### config.mk
export PLATFORM = sky130hd
export DESIGN_NAME = pipe_hazard_ctrl
export DESIGN_NICKNAME = d
export VERILOG_FILES = /design/src/rtl/pipe_hazard_ctrl.sv
export SDC_FILE = /design/constraint.sdc
export NUM_CORES = 1
export LEC_CHECK = 0
export CORE_UTILIZATION = 47
export CTS_BUF_LIST = sky130_fd_sc_hd__clkbuf_4
export DETAILED_ROUTE_END_ITERATION = 10
export PLACE_DENSITY = 0.82
export SYNTH_ARGS = -nofsm -noshare
export SYNTH_HDL_FRONTEND = slang
export SYNTH_SLANG_ARGS = --single-unit
### constraint.sdc
create_clock -name clock -period 2.5 [get_ports clock]
set_input_delay 0.5 -clock clock [delete_from_list [all_inputs] [get_ports clock]]
set_output_delay 0.5 -clock clock [all_outputs]
set_load 0.1 [all_outputs]
### src/rtl/pipe_hazard_ctrl.sv
// pipe_hazard_ctrl: pipeline stall/flush control for load-use, taken branches and multi-cycle data memory access
module pipe_hazard_ctrl #(
  parameter int TIMEOUT = 15
) (
  input  logic        clock,
  input  logic        reset_n,
  input  logic [4:0]  id_rs,
  input  logic [4:0]  id_rt,
  input  logic        idex_memRead,
  input  logic [4:0]  idex_rt,
  input  logic [2:0]  exmem_MEM,
  input  logic        exmem_zero,
  input  logic        dmem_ack,
  output logic        pc_en,
  output logic        ifid_en,
  output logic        ifid_flush,
  output logic        idex_flush,
  output logic        exmem_en,
  output logic        exmem_flush,
  output logic        pc_src,
  output logic        dmem_req,
  output logic        err,
  output logic [15:0] stall_cnt
);
  typedef enum logic [1:0] {RUN, MEM_WAIT, ERROR} state_t;
  state_t      state_q, state_d;
  logic        mem_done_q, mem_done_d;
  logic [3:0]  wcnt_q, wcnt_d;
  logic        err_q, err_d;
  logic [15:0] stall_cnt_q, stall_cnt_d;
  logic        run, mem_stall, br_take, lu;
  always_comb begin
    run       = reset_n && state_q == RUN;
    mem_stall = run && (exmem_MEM[1] || exmem_MEM[0]) && !mem_done_q;
    br_take   = run && !mem_stall && exmem_MEM[2] && exmem_zero;
    lu        = run && !mem_stall && !br_take && idex_memRead && idex_rt != 5'd0 &&
                (idex_rt == id_rs || idex_rt == id_rt);
    exmem_en    = run && !mem_stall;
    pc_en       = exmem_en && !lu;
    ifid_en     = pc_en;
    ifid_flush  = br_take;
    idex_flush  = br_take || lu;
    exmem_flush = br_take;
    pc_src      = br_take;
    dmem_req    = state_q == MEM_WAIT;
    err         = err_q;
    stall_cnt   = stall_cnt_q;
  end
  always_comb begin
    state_d     = state_q;
    mem_done_d  = mem_done_q;
    wcnt_d      = wcnt_q;
    err_d       = err_q;
    stall_cnt_d = (!pc_en && stall_cnt_q != 16'hFFFF) ? stall_cnt_q + 16'd1 : stall_cnt_q;
    if (state_q == RUN) begin
      mem_done_d = 1'b0;
      state_d    = mem_stall ? MEM_WAIT : RUN;
      wcnt_d     = mem_stall ? 4'd0 : wcnt_q;
    end else if (state_q == MEM_WAIT) begin
      if (dmem_ack) begin
        state_d    = RUN;
        mem_done_d = 1'b1;
      end else if (wcnt_q == 4'(TIMEOUT - 1)) begin
        state_d = ERROR;
        err_d   = 1'b1;
      end else begin
        wcnt_d = wcnt_q + 4'd1;
      end
    end
  end
  always_ff @(posedge clock or negedge reset_n) begin
    if (!reset_n) begin
      state_q     <= RUN;
      mem_done_q  <= 1'b0;
      wcnt_q      <= 4'd0;
      err_q       <= 1'b0;
      stall_cnt_q <= 16'd0;
    end else begin
      state_q     <= state_d;
      mem_done_q  <= mem_done_d;
      wcnt_q      <= wcnt_d;
      err_q       <= err_d;
      stall_cnt_q <= stall_cnt_d;
    end
  end
endmodule

==> results.txt <==
----------------------------------------------------
[Worst setup path]
  Highest-delay cell along the critical path ... or4_4
  WP data arrival ... 1.96 ns
  Series of cell instances along the critical path ... dlygate4sd2_1 > or4_4 > o211ai_4 > o21ai_0 > and2_1 > buf_12
  Startpoint kind of the worst setup timing path ... input pin
  Critical Path Max Stage Delay ... 0.55 ns
  Crit Path Max Fanout ... 3
  CP Capture Type ... output port
  Worst Path Required ... 2.00 ns
  Critical path class ... in2out

[Synth]
  Share of synthesized area occupied by flip-flops and latches ... 0.417
  Most used DFF post-synth ... dfrtp_1
  Number of storage elements in the synthesis netlist ... 24
  Total nets after synthesis ... ~170
  Warning count from the yosys run ... 0
  Most frequent cell after synthesis ... dfrtp_1
  Post-synthesis cell count ... 140
  Number of enable flip-flop cells after synthesis ... 0
  Ranking of synthesized cells by area ... dfrtp_1 (42%), xor2_1 (13%), mux2_1 (3.9%), nand2_1 (3.6%), nor2_1 (3.1%)
  Post-synth top area cell ... dfrtp_1
  Share of synthesized registers carrying an async set or reset ... 1.00
  Cell Area, Synth ... 0.00144 mm²
  Post-synth top area share ... 0.417
  Mean instance size in the synthesized netlist ... approximately 10 µm²
  Number of unique standard cell types used by synthesis ... 39
  Most frequent cells after synthesis ... dfrtp_1 (24), xor2_1 (21), nand2_1 (14), nor2_1 (12), nor3_1 (6)

[Clock network]
  Clock tree from TritonCTS ... yes
  Clk Latency, worst-skew pair ... about 0.31 ns
  Clock buffer depth ... 2
  Total CTS buffers ... 3
  Clk root buf ... clkbuf_4
  CTS sink cnt ... 24
  CTS H-Tree Depth ... 1
  Register clock-pin slew on the reported worst setup and hold paths ... 0.12 ns

[Power]
  Pwr/cell area ... 1040 mW/mm²
  Static Leak ... about 0.00095 µW
  Sum of internal, switching and leakage power ... 2170 µW
  Peak VDD IR ... 1.01 mV

[Timing]
  Unrepaired setup endpoints after global routing ... no
  Skew final ... 0.00780 ns
  Accumulated negative setup slack ... 0 ns
  Hold violation count in the final report ... 0
  Final Cycle Share ... 0.984
  Count of pins over their slew limit ... 0
  Worst hold margin ... 0.471 ns
  Worst-Margin Slew ... 0.425 ns
  Maximum operating frequency ... 406 MHz
  Setup WS post-layout ... 0.0395 ns
  Time the final worst path needs with I/O delays and setup ... 2.46 ns
  Worst relative slew slack ... 0.716
  Number of failing setup endpoints in the final timing report ... 0

[Floorplanning]
  Die outline area ... ~0.0033 mm²
  Die Height ... 57.4 µm
  Horizontal die dimension ... 57.4 µm
  Floorplan core area ... 0.00283 mm²
  Floorplan row count ... 19
  Starting Density ... 0.509
  IO Count ... 48

[Placed design]
  Port Buffer Count ... 47
  Half-perimeter wire length after placement ... 2450 µm
  Pre-CTS setup slack ... -0.162 ns
  Final weighted congestion of routability-driven global placement ... 0.736

[Global routing]
  Tot GR Track Use ... 0.200
  Congestion Overflow GR ... 0
  Number of global-route vias before repair ... ~1,200
  Number of antenna violations at the first check in global routing ... 0
  First-pass GRT wire length ... 5110 µm
  Pin count of the biggest net entering global routing ... 22

[Final layout]
  Antenna diode count ... 0
  Share of final-layout standard cells stronger than drive strength 1 ... 0.312
  Final #Nets ... 226
  Signed area change from the synthesized netlist to the final layout ... 45.5%
  Fraction of the core area covered by cells at the end of the flow ... 0.741

[Run status]
  Failing checks ... design-rule violations
  Run status ... complete, but fails checks

[Drt]
  Post-detailed-route via-to-cell ratio ... 5.40
  Drt first-iter violations ... 35
  Number of DRC violations after detailed routing ... 7
  Number of vias in the routed layout ... approximately 1,200
  Routed wire length ... roughly 3100 µm
  Final antenna-violating net count ... 0
  Routed length per instance ... 13.5 µm
  DRT Pass-1 Iters ... 7

[Hold path]
  Kind of path behind the tightest hold check ... reg2reg

[Run]
  Number of maximum-capacitance violations ... 0

----------------------------------------------------
## power breakdown
part	total, µW	switching [µW]	internal [µW]
combinational	1340	986	352
clock	183	110	73.1
sequential	652	145	507
## per-layer routing
metal	track usage	routed length, µm	vias to the layer above
met5	0	0	-
met4	0.0976	48	0
met2	0.342	1530	39
met1	0.240	1350	587
met3	0.0385	185	4
li1	-	-	611
## what timing repair did
item                       CTS  global route
hold buffers                 0             0
pin swaps                    3             2
setup endpoints to repair    3             6
resized for setup            7             4
buffers inserted             1             1
hold endpoints to repair     0             0
## kinds of logic after synthesis
family / Yosys count / synth area share
XOR/XNOR: 21 / 0.128
adder cells (fa/ha/maj): 3 / 0.0261
AO/OA/AOI/OAI: 19 / 0.116
AND/OR/NAND/NOR: 58 / 0.235
multiplexers: 5 / 0.0391
buffers and inverters: 10 / 0.0391
flip-flops: 24 / 0.417
## layout by cell type (no fill, tap or decap), drive strengths merged
master and instances:
nand4 4, a31oi 2, nor2b 1, or2 1, o211ai 1, o22ai 1
o21bai 1, o41a 1, a22oi 1, nand3 4, a21oi 4, clkbuf 4
dlygate4sd2 5, nor3 7, a221oi 1, nor4 2, ha 3, o21a 1
or4 1, mux2 5, dfrtp 24, or4b 1, and3 3, a21o 1
clkdlybuf4s50 17, o21ai 3, and2 2, buf 38, o31ai 2, nand2 14
and4 1, nor3b 2, nor4b 2, inv 5, nor2 13, xor2 21
## stage by stage
step	area [µm²]	instances
detailed placement	2030	224
finish	2100	230
global placement	2030	224
floorplan	1460	140
global route	2100	230
CTS	2070	229
## registers in the layout, summed over array words and instances, names as in the netlist
signal	count
state_q	2
stall_cnt	16
wcnt_q	4
err	1
mem_done_q	1
## critical path, delay by kind of cell
kind	cells	cell delay, ns
buffers and inverters	2	0.44
AOI/OAI and AO/OA	2	0.29
and+or+nand+nor	2	0.74
## final cells by class
type	count	area, µm²
clock buffers	4	30.0
flip-flops and latches	24	603
fillers	215	733
repair buffers	60	587
multi-input cells	106	818
well taps	31	38.8
inverters	5	18.8
## final timing paths
| kind | start | to | slack, ns | cells past startpoint |
|---|---|---|---|---|
| hold reg to reg | err | err | 0.47 | 1 |
| min in group asynchronous | reset_n | wcnt_q[3] | 0.56 | 2 |
| setup / recovery | idex_rt[1] | idex_flush | 0.04 | 6 |
| hold / removal | err | err | 0.47 | 1 |
| setup reg to reg | stall_cnt[0] | stall_cnt[7] | 0.42 | 7 |
| max in group asynchronous | reset_n | stall_cnt[0] | 1.64 | 2 |
No activity file was read; power rests on OpenSTA's default activity.
